===== src/rtl/envelope_gen_if.sv =====
// Voice control inputs and envelope outputs of envelope_gen.
// Master drives gates, notes and rates; slave returns levels.
interface envelope_gen_if;
  logic [7:0]       gate_in;
  logic [7:0][2:0]  velocity_in;
  logic [7:0][6:0]  note_in;
  logic [15:0]      attack_rate;
  logic [15:0]      decay_rate;
  logic [15:0]      release_rate;
  logic [7:0]       sustain_level;
  logic [7:0][15:0] env_out;
  logic [7:0]       voice_active;
  logic             sample_valid;

  modport master (
    output gate_in,
    output velocity_in,
    output note_in,
    output attack_rate,
    output decay_rate,
    output release_rate,
    output sustain_level,
    input  env_out,
    input  voice_active,
    input  sample_valid
  );

  modport slave (
    input  gate_in,
    input  velocity_in,
    input  note_in,
    input  attack_rate,
    input  decay_rate,
    input  release_rate,
    input  sustain_level,
    output env_out,
    output voice_active,
    output sample_valid
  );
endinterface


===== src/rtl/envelope_gen.sv =====
// 8-voice ADSR envelope generator, one voice updated per cycle after each tick.
// Define ENV_VEL_SCALE_EN to scale each voice's peak by its latched velocity.
module envelope_gen #(
  parameter int unsigned SAMPLE_DIV = 3200
) (
  input logic           clk,
  input logic           rst_n,
  envelope_gen_if.slave bus
);

  typedef enum logic [2:0] {
    S_IDLE,
    S_ATTACK,
    S_DECAY,
    S_SUSTAIN,
    S_RELEASE
  } vstate_t;

  typedef enum logic [1:0] {
    SW_WAIT,
    SW_RUN,
    SW_FLAG
  } sweep_t;

  localparam logic [15:0] DivLast = 16'(SAMPLE_DIV - 1);

  logic [15:0] r_tick_cnt;
  logic [2:0]  r_slot;
  sweep_t      r_sw;
  sweep_t      w_sw_nxt;
  logic        r_sample_valid;
  logic        w_tick;
  logic        w_upd;
  logic        w_sv_set;

  vstate_t     r_state     [8];
  logic [15:0] r_level     [8];
  logic [6:0]  r_note_prev [8];
  logic [7:0]  r_gate_prev;

  assign w_tick = (r_tick_cnt == DivLast);

  always_ff @(posedge clk or negedge rst_n) begin
    if (!rst_n) begin
      r_tick_cnt <= '0;
    end else if (w_tick) begin
      r_tick_cnt <= '0;
    end else begin
      r_tick_cnt <= r_tick_cnt + 16'd1;
    end
  end

  always_ff @(posedge clk or negedge rst_n) begin
    if (!rst_n) begin
      r_sw           <= SW_WAIT;
      r_slot         <= '0;
      r_sample_valid <= 1'b0;
    end else begin
      r_sw           <= w_sw_nxt;
      r_slot         <= (r_sw == SW_RUN) ? r_slot + 3'd1 : 3'd0;
      r_sample_valid <= w_sv_set;
    end
  end

  always_comb begin
    w_sw_nxt = r_sw;
    w_upd    = 1'b0;
    w_sv_set = 1'b0;
    unique case (r_sw)
      SW_WAIT: begin
        if (w_tick) w_sw_nxt = SW_RUN;
      end
      SW_RUN: begin
        w_upd = 1'b1;
        if (r_slot == 3'd7) w_sw_nxt = SW_FLAG;
      end
      SW_FLAG: begin
        w_sv_set = 1'b1;
        w_sw_nxt = SW_WAIT;
      end
      default: w_sw_nxt = SW_WAIT;
    endcase
  end

  logic        w_gate;
  logic [6:0]  w_note;
  logic        w_trig;
  logic        w_rel;
  vstate_t     w_cur;
  vstate_t     w_st;
  vstate_t     w_ns;
  logic [15:0] w_lvl;
  logic [15:0] w_nl;
  logic [15:0] w_peak;
  logic [15:0] w_sus;
  logic [15:0] w_ar;
  logic [15:0] w_dr;
  logic [15:0] w_rr;
  logic [16:0] w_sum;
  logic [16:0] w_dec_floor;

  assign w_gate = bus.gate_in[r_slot];
  assign w_note = bus.note_in[r_slot];
  assign w_cur  = r_state[r_slot];
  assign w_lvl  = r_level[r_slot];
  assign w_ar   = bus.attack_rate;
  assign w_dr   = bus.decay_rate;
  assign w_rr   = bus.release_rate;

  assign w_trig = w_gate &&
                  (!r_gate_prev[r_slot] ||
                   (w_note != r_note_prev[r_slot]));
  assign w_rel  = !w_gate &&
                  (w_cur inside {S_ATTACK, S_DECAY, S_SUSTAIN});

`ifdef ENV_VEL_SCALE_EN
  logic [2:0] r_vel [8];
  logic [2:0] w_vel;

  // ((v+1)<<13)-1 is v in the top bits over all-ones.
  assign w_vel  = w_trig ? bus.velocity_in[r_slot] : r_vel[r_slot];
  assign w_peak = {w_vel, 13'h1FFF};

  always_ff @(posedge clk or negedge rst_n) begin
    if (!rst_n) begin
      for (int k = 0; k < 8; k++) r_vel[k] <= '0;
    end else if (w_upd) begin
      r_vel[r_slot] <= w_vel;
    end
  end
`else
  logic w_unused_vel;

  assign w_unused_vel = ^bus.velocity_in;
  assign w_peak       = 16'hFFFF;
`endif

  assign w_sus = {8'h00, w_peak[15:8]} * {8'h00, bus.sustain_level};

  always_comb begin
    w_st = w_cur;
    if (w_trig) begin
      w_st = S_ATTACK;
    end else if (w_rel) begin
      w_st = S_RELEASE;
    end
  end

  always_comb begin
    w_ns        = w_st;
    w_nl        = w_lvl;
    w_sum       = {1'b0, w_lvl} + {1'b0, w_ar};
    w_dec_floor = {1'b0, w_sus} + {1'b0, w_dr};
    unique case (w_st)
      S_IDLE: begin
        w_nl = w_lvl;
      end
      S_ATTACK: begin
        if ((w_ar == '0) || (w_sum >= {1'b0, w_peak})) begin
          w_nl = w_peak;
          w_ns = S_DECAY;
          // Entering decay already at or under the floor skips it.
          if (w_sus >= w_peak) begin
            w_nl = w_sus;
            w_ns = S_SUSTAIN;
          end
        end else begin
          w_nl = w_sum[15:0];
        end
      end
      S_DECAY: begin
        if ((w_dr == '0) || ({1'b0, w_lvl} <= w_dec_floor)) begin
          w_nl = w_sus;
          w_ns = S_SUSTAIN;
        end else begin
          w_nl = w_lvl - w_dr;
        end
      end
      S_SUSTAIN: begin
        w_nl = w_sus;
      end
      S_RELEASE: begin
        if ((w_rr == '0) || (w_lvl <= w_rr)) begin
          w_nl = '0;
          w_ns = S_IDLE;
        end else begin
          w_nl = w_lvl - w_rr;
        end
      end
      default: begin
        w_nl = '0;
        w_ns = S_IDLE;
      end
    endcase
  end

  always_ff @(posedge clk or negedge rst_n) begin
    if (!rst_n) begin
      for (int k = 0; k < 8; k++) begin
        r_state[k]     <= S_IDLE;
        r_level[k]     <= '0;
        r_note_prev[k] <= '0;
      end
      r_gate_prev <= '0;
    end else if (w_upd) begin
      r_state[r_slot]     <= w_ns;
      r_level[r_slot]     <= w_nl;
      r_note_prev[r_slot] <= w_note;
      r_gate_prev[r_slot] <= w_gate;
    end
  end

  for (genvar k = 0; k < 8; k++) begin : g_out
    assign bus.env_out[k]      = r_level[k];
    assign bus.voice_active[k] = (r_state[k] != S_IDLE);
  end

  assign bus.sample_valid = r_sample_valid;

endmodule


===== src/flat_wrapper.sv =====
// flat-port wrapper written by rule: the top's interface ports become plain ports
module envelope_gen_flat 
#(
  parameter int unsigned SAMPLE_DIV = 3200
)
  (clk, rst_n, bus_gate_in, bus_velocity_in, bus_note_in, bus_attack_rate, bus_decay_rate, bus_release_rate, bus_sustain_level, bus_env_out, bus_voice_active, bus_sample_valid);
  envelope_gen_if bus_i ();
  input logic clk;
  input logic rst_n;
  input wire logic [$bits(bus_i.gate_in)-1:0] bus_gate_in;
  input wire logic [$bits(bus_i.velocity_in)-1:0] bus_velocity_in;
  input wire logic [$bits(bus_i.note_in)-1:0] bus_note_in;
  input wire logic [$bits(bus_i.attack_rate)-1:0] bus_attack_rate;
  input wire logic [$bits(bus_i.decay_rate)-1:0] bus_decay_rate;
  input wire logic [$bits(bus_i.release_rate)-1:0] bus_release_rate;
  input wire logic [$bits(bus_i.sustain_level)-1:0] bus_sustain_level;
  output wire logic [$bits(bus_i.env_out)-1:0] bus_env_out;
  output wire logic [$bits(bus_i.voice_active)-1:0] bus_voice_active;
  output wire logic [$bits(bus_i.sample_valid)-1:0] bus_sample_valid;
  assign bus_i.gate_in = bus_gate_in;
  assign bus_i.velocity_in = bus_velocity_in;
  assign bus_i.note_in = bus_note_in;
  assign bus_i.attack_rate = bus_attack_rate;
  assign bus_i.decay_rate = bus_decay_rate;
  assign bus_i.release_rate = bus_release_rate;
  assign bus_i.sustain_level = bus_sustain_level;
  assign bus_env_out = bus_i.env_out;
  assign bus_voice_active = bus_i.voice_active;
  assign bus_sample_valid = bus_i.sample_valid;
  envelope_gen #(.SAMPLE_DIV(SAMPLE_DIV)) u_core (.clk(clk), .rst_n(rst_n), .bus(bus_i));
endmodule

===== config.mk =====
export PLATFORM = sky130hd
export DESIGN_NAME = envelope_gen_flat
export DESIGN_NICKNAME = d
export VERILOG_FILES = /design/src/rtl/envelope_gen_if.sv /design/src/rtl/envelope_gen.sv /design/src/flat_wrapper.sv
export SDC_FILE = /design/constraint.sdc
export NUM_CORES = 1
export LEC_CHECK = 0
export BUFFER_PORTS_ARGS = -buffer_cell sky130_fd_sc_hd__clkbuf_2
export CAP_MARGIN = 20
export CORE_UTILIZATION = 23
export CTS_CLUSTER_DIAMETER = 80
export DETAILED_ROUTE_END_ITERATION = 12
export GPL_TIMING_DRIVEN = 0
export SYNTH_ARGS = -nofsm -noshare
export SYNTH_HDL_FRONTEND = slang
export SYNTH_SLANG_ARGS = --single-unit

===== constraint.sdc =====
create_clock -name clk -period 9.4 [get_ports clk]
set_input_delay 0.47 -clock clk [delete_from_list [all_inputs] [get_ports clk]]
set_output_delay 0.47 -clock clk [all_outputs]
set_load 0.005 [all_outputs]

# Word level (Yosys, flattened, before mapping)
# Cells that the tools add are included.
[totals]
out_inout_bits = 137
input_bits = 146
wordCells = 131
ff_bits = 238
[classes]
mux = 46
n_reduce_logical = 26
addsub = 6
bitwise_logic = 1
eq_ne = 14
order_cmp = 8
n_mul = 1
[op_table]
columns = ["cell", "count"]
rows = [
  ["128-bit bitwise mux", 1],
  ["16-bit 2-to-1 mux", 8],
  ["16-bit one-hot mux with 5 select lines", 1],
  ["56-bit bitwise mux", 1],
  ["16-bit binary-select mux with 3-bit select", 1],
  ["16-bit demux with 3-bit select", 1],
  ["16-bit logical NOT", 3],
  ["7-bit binary-select mux with 3-bit select", 2],
  ["16-bit by 16-bit adder with 17-bit output", 2],
  ["16-bit subtractor", 2],
  ["7-bit 2-to-1 mux", 4],
  ["3-bit 2-to-1 mux", 9],
  ["3-bit nonzero test", 9],
  ["24-bit bitwise mux", 1],
  ["7-bit demux with 3-bit select", 1],
  ["17-bit by 16-bit greater-or-equal comparator with 1-bit output, second input constant", 1],
  ["16-bit by 17-bit <= comparator with 1-bit output", 1],
  ["16-bit by 1-bit adder with 16-bit output, second input constant", 1],
  ["16-bit by 12-bit == test with 1-bit output, second input constant", 1],
  ["16-bit greater-or-equal comparator, second input constant", 1],
  ["16-bit <= comparator", 1],
  ["8-bit by 8-bit multiplier with 16-bit output, first input constant", 1],
  ["3-bit by 2-bit == test with 1-bit output, second input constant", 4],
  ["3-bit one-hot mux with 4 select lines", 1],
  ["other kinds (28)", 44],
]

# Longest topological paths before layout
# Gate-level depths: netlist (run 1).
[depth]
word_depth = 13
ltp_mapped = 34
ltp_nobuf = 32

# Least setup slack after synthesis (run 1)
# No wires, ideal clock.
[synth_timing]
path_kind = "input -> register"
startpoint = "input port bus_sustain_level[5]"
endpoint = "register u_core.r_level, in the netlist u_core.bus.env_out[101]"
setup_slack_ns = 1.823
stages = 32
t_required_ns = 9.252
path_buffers = 1
arrival_ns = 7.429
setup_time_ns = 0.148
path_cell_list = "fa_1 > inv_1 > fa_1 > inv_1 > fa_1 > inv_1 > fa_1 > inv_1 > ha_1 > o21a_1 > o2bb2ai_1 > a21oi_1 > xnor2_1 > inv_1 > ha_1 > or2_2 > a21oi_1 > a21oi_1 > a21o_1 > a21oi_1 > xor2_1 > ha_1 > nand2_1 > nor4_1 > a211oi_1 > a211o_1 > a31o_2 > nor2_1 > buf_2 > a21oi_1 > a221oi_1 > o21ai_0"
[synth_via]
elab_chain_len = 7
word_cells_on_any_way = 10
classes_between = "add/sub: 1; mul: 1; order compare: 2; mux: 5; reduce/logical: 1"
[synth_rtl]
columns = ["element", "line_no", "source"]
rows = [
  ["start: declaration", "flat_wrapper.sv:16", "input wire logic [$bits(bus_i.sustain_level)-1:0] bus_sustain_level;"],
  ["8-bit by 8-bit multiplier with 16-bit output (*)", "envelope_gen.sv:138", "assign w_sus = {8'h00, w_peak[15:8]} * {8'h00, bus.sustain_level};"],
  ["16-bit by 16-bit adder with 17-bit output", "envelope_gen.sv:153", "w_dec_floor = {1'b0, w_sus} + {1'b0, w_dr};"],
  ["16-bit by 17-bit <= comparator with 1-bit output", "envelope_gen.sv:172", "if ((w_dr == '0) || ({1'b0, w_lvl} <= w_dec_floor)) begin"],
  ["1-bit logical OR", "envelope_gen.sv:172", ""],
  ["16-bit 2-to-1 mux", "envelope_gen.sv:172", ""],
  ["16-bit one-hot mux with 5 select lines (*)", "envelope_gen.sv:154", "unique case (w_st)"],
  ["128-bit bitwise mux (*)", "envelope_gen.sv:207", "r_level[r_slot] <= w_nl;"],
  ["end signal: indexed assignment", "envelope_gen.sv:207", ""],
  ["end: declaration", "envelope_gen.sv:37", "logic [15:0] r_level [8];"],
]
# Mark *: on every way between the ends. The rest lies on a longest branch, timed or not.
# A chain may end at the register's enable or synchronous reset.

# Final worst setup path (run 1)
# Ends and elaborated chain as after synthesis.

==> qor.txt, run 1 <==
Critical Path Source Type: input port
Final Hold Viols: 0
CP dominant cell by count: inv_1
worst min path class: reg2reg
DP Wirelength: 53,000 um
clk sinks: 238
Setup WS post-layout: 804 ps
core area: 73,200 um2
Synth area leader: dfrtp_1
Tot GR Track Use: 17.3%
fin crit share: 91.4%
vias per cell: 4.96
CTS tree: built
worst min-delay path endpoint: u_core.r_sw[0]
htree depth: 1
area of the multi-input gates: 10,400 um2
Mapped Avg Cell Area: 9.72 um2
Setup TNS Final: 0 ps
most common cell in the netlist: dfrtp_1
FF-to-FF path depth: 16
relative slew slack: 18.3%
routability cong.: 0.943
slowest stage cell, crit path: a221oi_1
antenna cells: 0
Hold Crit Start: u_core.r_sw[1]
Netlist cell types: 78
Initial DRC Count: 1,075
Synth Cell Area: 17,100 um2
P_leak: 9.24 nW
Crit path largest cell delay: 1010 ps
vias: 15.0k
Tmin final: 8600 ps
DRT Pass-1 Iters: 9
Setup CP Type: in2reg
Core Rows: 99
WL/cell: 21.9 um
number of filler cells placed in the layout: 7,796
commonest cells in the netlist: dfrtp_1 (238), nand2_1 (220), o21ai_0 (211), ha_1 (119), inv_1 (113)
Net Count, Synth: 2,052
Worst Path Required: 9770 ps
largest net degree at the start of global routing: 100
Max clock buf depth: 3
Worst-Skew Late Latency: 550 ps
register area share after synthesis: 34.8%
Power Density: 214 nW/um2
number of global-route vias before repair: 14.7k
Antenna Nets Post-Route: 0
post-CTS sizing: 0
initial antenna violation count: 4
Seq. cell area: 5960 um2
failing checks: design-rule violations
total CTS buffers: 26
async set-or-reset flop fraction in the synthesized netlist: 100%
r2r setup slk: 2030 ps
share of the synthesized area in the top cell type: 34.8%
Reg-to-Reg End: u_core.bus.env_out[97]
r2r startpoint: u_core.r_slot[2]
Layout area overhead: 20.5%
CP Max Fanout: 10
Die Span Y: 275 um
synthesized flop and latch total: 238
final setup skew: 15.2 ps
DRC: 10
WP data arrival: 8960 ps
final wirelength: 66,300 um
max-slew violation count: 0
status: finished with violations
leading post-synthesis cells by cell area: dfrtp_1 (35%), ha_1 (8.7%), o21ai_0 (6.2%)
die width: 275 um
clock root buffer: clkbuf_16
endpoints failing setup: 0
Ys Warns: 0
first-pass GRT wire length: 96,700 um
maximum clock frequency: 116 MHz
worst hold margin: 447 ps
clock transition at the registers of the reported paths: 60 ps
WHS Path Cells: 1
RSZ-0062 raised after global routing: false
starting density of the core: 23.4%
max cap viols: 0
share of layout cells above drive strength 1: 21.5%
die area: 75,400 um2
gr ovfl total: 0
Post-synth EDFFs: 0
synthesized instance count: 1,759
Layout Nets: 2,346
Port Buffers: 258
pre-CTS setup slack: 286 ps
Ports: 283
worst-margin pin slew: 1230 ps
ys flop type: dfrtp_1
VDD IR-drop max: 172 uV
Setup crit end kind: register
## worst max-delay path: cells and delay by family
family | cells | cell delay (ps)
buf+inv | 7 | 880
fa+ha+maj | 7 | 3180
xor+xnor | 1 | 210
compound gates | 12 | 3070
simple gates | 6 | 1140
## worst max-delay path by stage
stage | from | end | slack [ps] | cells after the start
6_report | bus_sustain_level[5] | u_core.bus.env_out[101] | 800 | 33
3_3_place_gp | bus_sustain_level[5] | u_core.bus.env_out[53] | 310 | 33
5_1_grt | bus_sustain_level[5] | u_core.bus.env_out[101] | 110 | 33
2_1_floorplan | bus_sustain_level[5] | u_core.bus.env_out[101] | 1820 | 32
3_5_place_dp | bus_sustain_level[5] | u_core.bus.env_out[53] | 290 | 33
4_1_cts | bus_sustain_level[5] | u_core.bus.env_out[101] | 780 | 33
## routing by layer
metal | track usage, % | routed length, um | part of all wire (%)
met5 | 0 | 21 | 0.032
met4 | 3.95 | 1370 | 2.1
met1 | 23.2 | 28900 | 44
met2 | 28.3 | 30800 | 46
met3 | 3.51 | 5200 | 7.8
## final cells by class
class | instances | share of cell area (%)
Buffer | 70 | 1.55
Clock buffer | 39 | 3.64
Sequential cell | 238 | 28.9
Multi-Input combinational cell | 1338 | 50.5
Inverter | 113 | 2.06
Tap cell | 959 | 5.82
Clock inverter | 8 | 0.589
Timing Repair Buffer | 266 | 6.91
## metrics by stage
stage	area (um2)	util, %	total power, mW	instances
after detailed placement	19700	26.9	3.31	2982
after global routing	20600	28.1	4.74	3031
final	20600	28.1	4.42	3031
after CTS	20600	28.1	4.41	3030
after floorplan	17100	-	2.74	1759
after global placement	19600	26.8	3.30	2976
## power by group
group	internal, mW	switching (mW)
combinational	0.927	1.39
sequential	1.03	0.00573
clock	0.634	0.433
total	2.59	1.83
## cell families (layout without fill, tap and decap cells)
kind of cell / after synthesis / after routing / synth area share, %
AND/OR/NAND/NOR: 477 / 477 / 13.2
AO/OA/AOI/OAI: 460 / 460 / 16.7
flip-flops: 238 / 238 / 34.8
buffers and inverters: 183 / 496 / 4.35
adder cells (fa/ha/maj): 147 / 147 / 12.0
multiplexers: 140 / 140 / 13.1
XOR/XNOR: 114 / 114 / 5.84
## sequential cells by signal, indices dropped and copies added (netlist names)
name,flops
u_core.r_slot,3
u_core.r_sw,2
u_core.bus.sample_valid,1
u_core.bus.env_out,128
u_core.r_state,24
u_core.r_gate_prev,8
u_core.r_tick_cnt,16
u_core.r_note_prev,56
## cells in the final DEF, fill, tap and decap left out, types with 25 or more instances in the layout
cell and count:
ha_1 119, clkbuf_1 57, mux2i_1 25, inv_1 113, mux2_2 56, fa_1 28
nor4_1 34, clkbuf_16 27, nand2_1 220, clkbuf_2 257, nor2_1 69, xnor2_1 74
dfrtp_1 238, xor2_1 40, a21oi_1 71, a21o_1 26, o21ai_0 211, mux4_2 44
a211oi_1 27
## what timing repair did
action / 4_1_cts / 5_1_grt
hold endpoints to repair: 64 / 0
hold buffers: 1 / 0
setup buffers: 0 / 0
(Power assumes the default switching activity.)
==> inputs of run 2 (changes only) <==
--- a/config.mk
+++ b/config.mk
@@ -7,10 +7,13 @@
 export LEC_CHECK = 0
 export BUFFER_PORTS_ARGS = -buffer_cell sky130_fd_sc_hd__clkbuf_2
 export CAP_MARGIN = 20
+export CELL_PAD_IN_SITES_DETAIL_PLACEMENT = 2
+export CELL_PAD_IN_SITES_GLOBAL_PLACEMENT = 2
 export CORE_UTILIZATION = 23
 export CTS_CLUSTER_DIAMETER = 80
 export DETAILED_ROUTE_END_ITERATION = 12
 export GPL_TIMING_DRIVEN = 0
+export PLACE_DENSITY_LB_ADDON = 0.1
 export SYNTH_ARGS = -nofsm -noshare
 export SYNTH_HDL_FRONTEND = slang
 export SYNTH_SLANG_ARGS = --single-unit
==> qor.txt, run 2 (same netlist as run 1, synthesis figures left out) <==
flip-flop count of the largest register after layout: 128
WP data arrival: 9310 ps
Critical Path Source Type: input port
clk sinks: 238
htree depth: 1
clock power share: 24.4%
placed standard-cell area: 19,700 um2
P_leak: 9.28 nW
Setup crit end kind: register
DRC: 12
combinational power share: 53.2%
Hold Buf Count CTS: 0
Tmin final: 8870 ps
Ports: 283
DP Wirelength: 63,200 um
CP Max Fanout: 10
CP Buf/Inv Count: 6
Die Span Y: 275 um
Crit path largest cell delay: 690 ps
die area: 75,400 um2
Tot GR Track Use: 20.9%
total CTS buffers: 28
largest net degree at the start of global routing: 96
failing checks: design-rule violations
Worst Path Required: 9840 ps
vias per cell: 5.03
final wirelength: 79,000 um
status: finished with violations
Layout area overhead: 20.8%
worst hold margin: 1.10 ps
post-CTS setup buffers: 0
DRT Pass-1 Iters: 8
Setup CP Type: in2reg
core area: 73,200 um2
Final Hold Viols: 0
Power Density: 224 nW/um2
Final Cell Area: 20,600 um2
worst min path class: in2async
routability cong.: 0.836
share of layout cells above drive strength 1: 22.0%
max cap viols: 0
VDD IR-drop max: 145 uV
CP top delay family: adder cells
Psw: 1.99 mW
final setup skew: 9.54 ps
max-slew violation count: 0
endpoints failing setup: 0
gr ovfl total: 0
internal power: 2.63 mW
Port Buffers: 258
starting density of the core: 23.4%
Core Rows: 99
Layout Nets: 2,347
Worst-Skew Late Latency: 560 ps
number of global-route vias before repair: 16.9k
post-CTS sizing: 0
clock root buffer: clkbuf_16
initial antenna violation count: 0
fin crit share: 94.4%
slowest stage cell, crit path: fa_1
Initial DRC Count: 617
relative slew slack: 18.5%
worst-margin pin slew: 1220 ps
die width: 275 um
CTS tree: built
maximum clock frequency: 113 MHz
commonest non-fill, non-tap cell in the layout: clkbuf_2
Max clock buf depth: 3
RSZ-0062 raised after global routing: false
number of filler cells placed in the layout: 8,127
first-pass GRT wire length: 116,000 um
clock transition at the registers of the reported paths: 60 ps
WL/cell: 26.0 um
commonest cells after routing, fill and taps aside: clkbuf_2 (257), dfrtp_1 (238), nand2_1 (220), o21ai_0 (211), ha_1 (119)
Antenna Nets Post-Route: 0
switch share: 43.1%
Seq pwr share: 22.4%
vias: 15.3k
## run 2: path summary, 6_finish.rpt
kind                                           start                     end  slack [ps]  depth (start not counted)
worst min register to register        u_core.r_sw[1]          u_core.r_sw[0]         450                          1
worst max register to register      u_core.r_slot[2]  u_core.bus.env_out[32]        1670                         15
min in group clk                      u_core.r_sw[1]          u_core.r_sw[0]         450                          1
worst min-delay path                           rst_n    u_core.r_tick_cnt[4]           1                          1
max in group asynchronous                      rst_n  u_core.bus.env_out[66]        8350                          2
worst max-delay path            bus_sustain_level[5]  u_core.bus.env_out[62]         530                         31
## run 2: metal layers
metal | vias up | wire length (um) | global-route usage, %
li1 | 6964 | - | -
met1 | 7934 | 34300 | 26.4
met2 | 266 | 40200 | 37.6
met3 | 99 | 2160 | 1.83
met4 | 0 | 2370 | 6.24
met5 | - | 0 | 0
## run 2: final cells by class
type | instances | area, um2 | area share (%)
Multi-Input combinational cell | 1338 | 10400 | 50.5
Sequential cell | 238 | 5960 | 28.8
Timing Repair Buffer | 265 | 1400 | 6.76
Tap cell | 959 | 1200 | 5.81
Clock buffer | 35 | 767 | 3.72
Inverter | 113 | 424 | 2.05
Buffer | 70 | 320 | 1.55
Clock inverter | 14 | 163 | 0.788
Antenna cell | 1 | 2.50 | 0.0121
## run 2: metrics by stage
| step | utilization [%] | total power [mW] | setup TNS (ps) | worst slack [ps] | std cells |
|---|---|---|---|---|---|
| 3_5_place_dp | 26.9 | 3.55 | -274 | -43.3 | 2981 |
| 3_3_place_gp | 26.8 | 3.47 | -3140 | -400 | 2976 |
| 5_1_grt | 28.2 | 4.99 | 0 | 85.5 | 3032 |
| 6_report | 28.2 | 4.62 | 0 | 529 | 3033 |
| 2_1_floorplan | - | 2.74 | 0 | 1820 | 1759 |
| 4_1_cts | 28.2 | 4.71 | 0 | 504 | 3030 |
## run 2: power by group through the flow
| stage | Clock [mW] | Sequential [mW] | Combinational (mW) |
|---|---|---|---|
| 6_report | 1.13 | 1.04 | 2.46 |
| 5_1_grt | 1.19 | 1.04 | 2.77 |
| 4_1_cts | 1.16 | 1.04 | 2.51 |
| 3_5_place_dp | 0 | 1.06 | 2.49 |
| 3_3_place_gp | 0 | 1.06 | 2.41 |
| 2_1_floorplan | 0 | 1.05 | 1.69 |
